--- config.mk ---
export PLATFORM = sky130hd
export DESIGN_NAME = word_serializer_mux
export DESIGN_NICKNAME = d
export VERILOG_FILES = /design/src/rtl/word_serializer_mux.sv
export SDC_FILE = /design/constraint.sdc
export NUM_CORES = 1
export LEC_CHECK = 0
export CAP_MARGIN = 20
export CORE_MARGIN = 1
export CORE_UTILIZATION = 47
export CTS_CLUSTER_DIAMETER = 200
export CTS_CLUSTER_SIZE = 30
export DETAILED_ROUTE_END_ITERATION = 16
export GPL_ROUTABILITY_DRIVEN = 0
export PLACE_DENSITY = 0.81
export SETUP_SLACK_MARGIN = 0.5
export SYNTH_ARGS = -nofsm -noshare
export SYNTH_HDL_FRONTEND = slang
export SYNTH_SLANG_ARGS = --single-unit
--- constraint.sdc ---
create_clock -name clk -period 2.05 [get_ports clk]
set_input_delay 0.3075 -clock clk [delete_from_list [all_inputs] [get_ports clk]]
set_output_delay 0.3075 -clock clk [all_outputs]
set_load 0.03 [all_outputs]
--- src/rtl/word_serializer_mux.sv ---
// word_serializer_mux: takes a WIDTH-bit word over a valid/ready handshake
// and shifts it out one bit per accepted output beat. The registered select
// index drives an internal binary mux tree and is exported so a downstream
// mux tree can follow the same index.
module word_serializer_mux #(
  parameter int WIDTH     = 8,
  parameter bit MSB_FIRST = 1'b1
) (
  input  logic                     clk,
  input  logic                     rst_n,
  input  logic                     in_valid,
  output logic                     in_ready,
  input  logic [WIDTH-1:0]         in_data,
  output logic                     out_valid,
  input  logic                     out_ready,
  output logic                     out_bit,
  output logic [$clog2(WIDTH)-1:0] out_sel,
  output logic                     out_last,
  output logic                     busy
);

  localparam int SEL_W = $clog2(WIDTH);
  // Leaf count of the mux tree; padding leaves above WIDTH are tied low.
  localparam int LEAVES = 1 << SEL_W;

  localparam logic [SEL_W-1:0] START_IDX = MSB_FIRST ? SEL_W'(WIDTH - 1) : '0;
  localparam logic [SEL_W-1:0] END_IDX   = MSB_FIRST ? '0 : SEL_W'(WIDTH - 1);

  typedef enum logic {
    IDLE,
    SEND
  } state_e;

  state_e             state_q, state_d;
  logic [WIDTH-1:0]   word_q, word_d;
  logic [SEL_W-1:0]   sel_q, sel_d;

  logic               sending;
  logic               at_end;
  logic               beat;
  logic               take;
  logic [LEAVES-1:0]  leaves;
  logic               tree_bit;

  assign sending = (state_q == SEND);
  assign at_end  = (sel_q == END_IDX);

  // A beat moves one bit downstream; a take loads a new word. On the last
  // beat in_ready goes high so the next word can load on the same edge.
  assign beat     = sending && out_ready;
  assign in_ready = (state_q == IDLE) || (sending && at_end && out_ready);
  assign take     = in_valid && in_ready;

  assign out_valid = sending;
  assign busy      = sending;
  assign out_last  = sending && at_end;
  assign out_sel   = sel_q;
  // Masked in IDLE so the serial lane idles low regardless of the held word.
  assign out_bit   = sending && tree_bit;

  assign leaves = LEAVES'(word_q);

  // Binary tree of 2:1 muxes. Level l halves the candidates using select bit
  // l, so the root carries word_q[sel_q]. Only registers feed the tree.
  for (genvar lvl = 0; lvl < SEL_W; lvl++) begin : g_lvl
    localparam int NODES = LEAVES >> (lvl + 1);
    logic [NODES-1:0] node;
    for (genvar nd = 0; nd < NODES; nd++) begin : g_node
      if (lvl == 0) begin : g_leaf
        assign node[nd] = sel_q[0] ? leaves[2*nd+1] : leaves[2*nd];
      end else begin : g_inner
        assign node[nd] = sel_q[lvl] ? g_lvl[lvl-1].node[2*nd+1]
                                     : g_lvl[lvl-1].node[2*nd];
      end
    end
  end

  assign tree_bit = g_lvl[SEL_W-1].node[0];

  // Next-state logic: a take (from IDLE or on the final beat) reloads the
  // word and rewinds the index; otherwise a beat either steps the index
  // toward the end or, on the last bit, drops back to IDLE.
  always_comb begin
    state_d = state_q;
    word_d  = word_q;
    sel_d   = sel_q;
    if (take) begin
      word_d  = in_data;
      sel_d   = START_IDX;
      state_d = SEND;
    end else if (beat) begin
      if (at_end) begin
        state_d = IDLE;
      end else if (MSB_FIRST) begin
        sel_d = sel_q - SEL_W'(1);
      end else begin
        sel_d = sel_q + SEL_W'(1);
      end
    end
  end

  // State registers with synchronous active-low reset.
  always_ff @(posedge clk) begin
    if (!rst_n) begin
      state_q <= IDLE;
      word_q  <= '0;
      sel_q   <= START_IDX;
    end else begin
      state_q <= state_d;
      word_q  <= word_d;
      sel_q   <= sel_d;
    end
  end

endmodule

==> qor.yml, run 1 <==
min_path_type: "flip-flop to flip-flop"
overflow: 0
n_fill_cell: 87
max_freq_mhz: 576
period_needed_ps: 1740
slowest_delay_ps: 510
synth_area_per_cell_sq_um: 9.52
synth-seq-area-share_pct: 37.6
remaining_drc_errors: 0
grt_start_max_net_pins: 21
clk_latency_ps: 270
core_sq_um: 1190
crit_type: "flip-flop to output port"
crit_required_ps: 1740
clock_path_buffers: 2
tns_ps: 0
start_kind: "flip-flop"
cts_tree: "built"
layout-drive-gt1-share_pct: 29.3
numClockSinks: 12
root_buffer: "clkbuf_4"
floorplan.initialDensity_pct: 53.8
core.rowCount: 12
synth_seq_cells: 12
clkPwrFrac_pct: 34.0
nets: 107
synth_fp_nets: 81
routed_wl_um: 1380
worst_pin_slew_ps: 324
layout_common_cells: "18 x nand2_1, 12 x clkdlybuf4s50_1, 10 x dfxtp_1, 8 x mux2i_1, 5 x buf_4"
synthCells: 67
first_iter_violations: 14
grt_antenna_before_repair: 0
fin_hold_ws_ps: 461
p_int_uw: 408
portBuffers: 19
cp_cell_sequence: "mux4_2 > nand2_2 > a21boi_2 > buf_6"
cp_top_family: "multiplexers"
maxCapViolCount: 0
ys_types: 20
die_area_sq_um: 1510
cp_slowest_cell: "mux4_2"
max_slew_margin_pct: 78.4
comb_power_share_pct: 18.9
layout_commonest_cell: "nand2_1"
synth_warnings: 0
cts_buffers: 3
ant_nets: 0
fin_crit_sh_pct: 84.6
hold_viol: 0
rsz0062_at_grt: "true"
antennaDiodeCount: 0
grtUsageTotal_pct: 20.0
synth_area_sq_um: 638
powerDensity_nw_per_um2: 581
area_growth_pct: 46.5
status: "finished, final reports clean"
clk_pin_slew_ps: 80
pwr-share-seq_pct: 47.1
ir_worst_vdd_v: 0.000469
p_leak_uw: 0.000399
final.setup.worst_slack_ps: 315
net-switching-power_uw: 135
cp_max_fo: 4
first_pass_iters: 3
fp.dieH_um: 38.8
critPathCaptureType: "output port"
dr_total_vias: 546
setup_violations: 0
maxSlewViolCount: 0
avgRoutedWirePerCell_um: 13.0
arrival_ps: 1430
die_w_um: 38.8
grt_pass1_wl_um: 1970
grt_pass1_vias: 471
path_buf_inv: 1
dpl.hpwl_um: 912
multiInputGateArea_sq_um: 382
h-tree-depth: 1
swShare_pct: 24.8
pre_cts_ws_ps: 75.8
regArea_sq_um: 248
viasPerCell: 5.15
boundaryPins: 20
fin_skew_ps: 6.64
## power groups by stage
stage / Combinational [uW] / Sequential, uW / Clock [uW]
6_report: 102 / 256 / 185
5_1_grt: 111 / 257 / 207
4_1_cts: 98.4 / 256 / 192
3_5_place_dp: 96.7 / 262 / 0
3_3_place_gp: 94.9 / 261 / 0
2_1_floorplan: 52.6 / 265 / 0
## synth_stat cells
cell	n	area share, %
buf_6	1	1.8
nand4bb_1	1	1.8
a21boi_1	1	1.2
dfxtp_1	12	38
ha_1	2	3.9
nand4b_1	2	2.7
o21ai_0	3	2.4
inv_1	3	1.8
buf_4	1	1.2
nor2b_1	2	2.0
mux2i_1	8	13
mux4_1	2	8.2
nand3b_4	1	3.1
nor4_1	1	0.98
buf_2	2	1.6
and2_1	1	0.98
a21oi_1	1	0.78
nand2_1	20	12
a21boi_2	1	1.8
or3_1	2	2.0
## final cells by class
| type | count | share of cell area [%] |
|---|---|---|
| flip-flops and latches | 12 | 26.5 |
| clock buffers | 4 | 3.88 |
| well taps | 14 | 1.87 |
| multi-input cells | 48 | 40.8 |
| repair buffers | 25 | 25.4 |
| inverters | 3 | 1.47 |
## timing repair
| action | 4_1_cts | 5_1_grt |
|---|---|---|
| cloned | 0 | 0 |
| gates resized for setup | 32 | 9 |
| hold buffers | 0 | 0 |
| endpoints found under the setup margin | 8 | 5 |
| setup buffers | 1 | 2 |
| pin swaps | 3 | 1 |
## layer usage
layer,global-route usage [%],wire length [um]
met3,5.20,69
met2,35.8,728
met5,0,0
met4,7.76,0
met1,22.1,578
## sequential cells by signal (all words and copies together), names as in the netlist
signal   cells
busy         1
out_sel      3
leaves       8
## worst reg2reg max path, stage by stage (launching register included)
cell	delay, ps
dfxtp_4	370
buf_6	120
inv_4	50
ha_4	120
buf_4	120
nand3b_4	90
a21boi_2	140
buf_4	210
mux2i_1	210
## metrics by stage
stage               util [%]  total power, uW  cells  instance area [sq um]
finish                  78.8              543    106                    935
global route            78.8              575    106                    935
CTS                     74.8              547    104                    887
detailed placement      71.3              359     99                    846
global placement        71.3              356     99                    846
floorplan                  -              318     67                    644
## cells by family (layout without fill, tap and decap cells)
kind of cell	count (synthesis)	after routing	share of synthesized area, %
flops	12	12	37.6
buf+inv	7	32	6.27
fa+ha+maj	2	2	3.92
mux	10	10	20.8
simple gates	30	30	25.3
compound gates	6	6	6.08
## path summary, 6_finish.rpt
kind / startpoint / end / slack, ps / cells past startpoint
worst max register to register: out_sel[0]$_SDFFE_PP1P_ / leaves[4]$_SDFFE_PN0P_ / 560 / 8
worst max-delay path: out_sel[0]$_SDFFE_PP1P_ / out_bit / 310 / 4
worst min-delay path: leaves[7]$_SDFFE_PN0P_ / leaves[7]$_SDFFE_PN0P_ / 460 / 2
worst min register to register: leaves[7]$_SDFFE_PN0P_ / leaves[7]$_SDFFE_PN0P_ / 460 / 2
Note: power is estimated with default switching activity, not from simulation.
==> run 2: changes to the inputs <==
CORE_UTILIZATION = 39   (was 47)
PLACE_DENSITY = 0.72   (was 0.81)
clock period = 1.47 ns   (was 2.05 ns; I/O delays follow)
==> run 2 against run 1 <==
  * The run now ends with negative setup slack left
  * Sequential power increased by 38%
  * Die area increased by 19%
  * Non-clock buffer count increased by 9
  * Hold slack improved by 1.5 ps
  * Critical path depth unchanged
  * Clock power increased by 15%
  * Worst setup slack got worse by 500 ps
  * Clock skew increased by 1.8 ps
  * Largest power group unchanged
==> qor.yml, run 2 (synthesis results as in run 1) <==
layout_commonest_cell: "nand2_1"
floorplan.initialDensity_pct: 41.9
pre_cts_ws_ps: -340
crit_required_ps: 1250
boundaryPins: 20
clk_latency_ps: 270
h-tree-depth: 1
start_kind: "flip-flop"
fin_crit_sh_pct: 113
max_freq_mhz: 604
period_needed_ps: 1660
grt_antenna_before_repair: 0
layout-drive-gt1-share_pct: 43.6
maxCapViolCount: 0
numClockSinks: 12
cp.depth: 4
layout_common_cells: "17 x nand2_1, 13 x buf_6, 11 x clkdlybuf4s50_1"
first_iter_violations: 7
cp_top_family: "multiplexers"
area_growth_pct: 69.6
cp_max_fo: 3
rsz0062_at_grt: "true"
worst_pin_slew_ps: 244
viasPerCell: 5.17
maxSlewViolCount: 0
path_buf_inv: 1
portBuffers: 19
grt_pass1_wl_um: 2570
setup_violations: 12
dpl.hpwl_um: 1000
cp_cell_sequence: "mux4_2 > nand2_2 > a21boi_4 > buf_6"
final.setup.worst_slack_ps: -186
cts_buffers: 3
core.rowCount: 14
max_slew_margin_pct: 83.6
reg2reg_depth: 8
grtUsageTotal_pct: 19.2
min_path_cells: 2
cts_tree: "built"
nets: 116
powerDensity_nw_per_um2: 707
fp.dieH_um: 42.5
dr_total_vias: 605
status: "finished with violations"
avgRoutedWirePerCell_um: 13.2
violations: "negative setup slack"
arrival_ps: 1440
die_w_um: 42.5
fin_skew_ps: 8.44
clk_pin_slew_ps: 80
clock_path_buffers: 2
slowest_delay_ps: 500
antennaDiodeCount: 0
cp_slowest_cell: "mux4_2"
first_pass_iters: 5
p_leak_uw: 0.000469
die_area_sq_um: 1800
ant_nets: 0
ir_worst_vdd_v: 0.000436
core_sq_um: 1520
root_buffer: "clkbuf_4"
grt_pass1_vias: 600
fin_util_pct: 71.0
critPathCaptureType: "output port"
overflow: 0
remaining_drc_errors: 0
grt_start_max_net_pins: 21
min_path_type: "flip-flop to flip-flop"
hold_viol: 0
crit_type: "flip-flop to output port"
largest_reg_flops: 8
routed_wl_um: 1550
-- run 2: through the flow --
step | std cells | hold WS (ps) | TNS [ps] | instance area, sq um | power [uW]
floorplan | 67 | 320 | 0 | 677 | 448
CTS | 114 | 466 | -901 | 1060 | 761
global placement | 106 | 446 | -315 | 926 | 516
detailed placement | 106 | 456 | -367 | 926 | 519
global route | 117 | 490 | -1490 | 1080 | 804
finish | 117 | 462 | -630 | 1080 | 765
-- run 2: repair_timing --
action | CTS | global route
hold endpoints to repair | 0 | 0
hold buffers | 0 | 0
pin swaps | 4 | 2
cloned | 1 | 0
resized for setup | 53 | 1
setup endpoints to repair | 20 | 20
setup buffers | 3 | 3
-- run 2: routing by layer --
| metal | share of wire (%) | routed length (um) | global-route usage [%] | vias up |
|---|---|---|---|---|
| met5 | 0 | 0 | 0 | - |
| met4 | 2.9 | 45 | 9.38 | 0 |
| met3 | 4.1 | 64 | 4.31 | 7 |
| met2 | 53 | 820 | 35.1 | 27 |
| met1 | 40 | 618 | 20.4 | 275 |
| li1 | - | - | - | 296 |
-- run 2: power breakdown --
group          internal, uW  switching [uW]  total, uW
sequential              342            11.4        353
combinational           116            83.2        199
clock                   105             108        213
total                   563             203        765
-- run 2: layout make-up --
class	instances	area, sq um
Clock buffer	4	26.3
Fill cell	119	442
Inverter	3	13.8
Multi-Input combinational cell	48	408
Sequential cell	12	250
Tap cell	16	20.0
Timing Repair Buffer	34	364
-- run 2: worst paths after layout --
| check | from | end | slack (ps) |
|---|---|---|---|
| max | out_sel[0]$_SDFFE_PP1P_ | out_bit | -190 |
| min | leaves[5]$_SDFFE_PN0P_ | leaves[5]$_SDFFE_PN0P_ | 460 |
| max reg2reg | out_sel[0]$_SDFFE_PP1P_ | leaves[7]$_SDFFE_PN0P_ | -30 |
| min reg2reg | leaves[5]$_SDFFE_PN0P_ | leaves[5]$_SDFFE_PN0P_ | 460 |
-- run 2: worst min-delay path: stages (launching register included) --
cell	delay, ps
dfxtp_1	310
nand2_1	50
mux2i_1	50
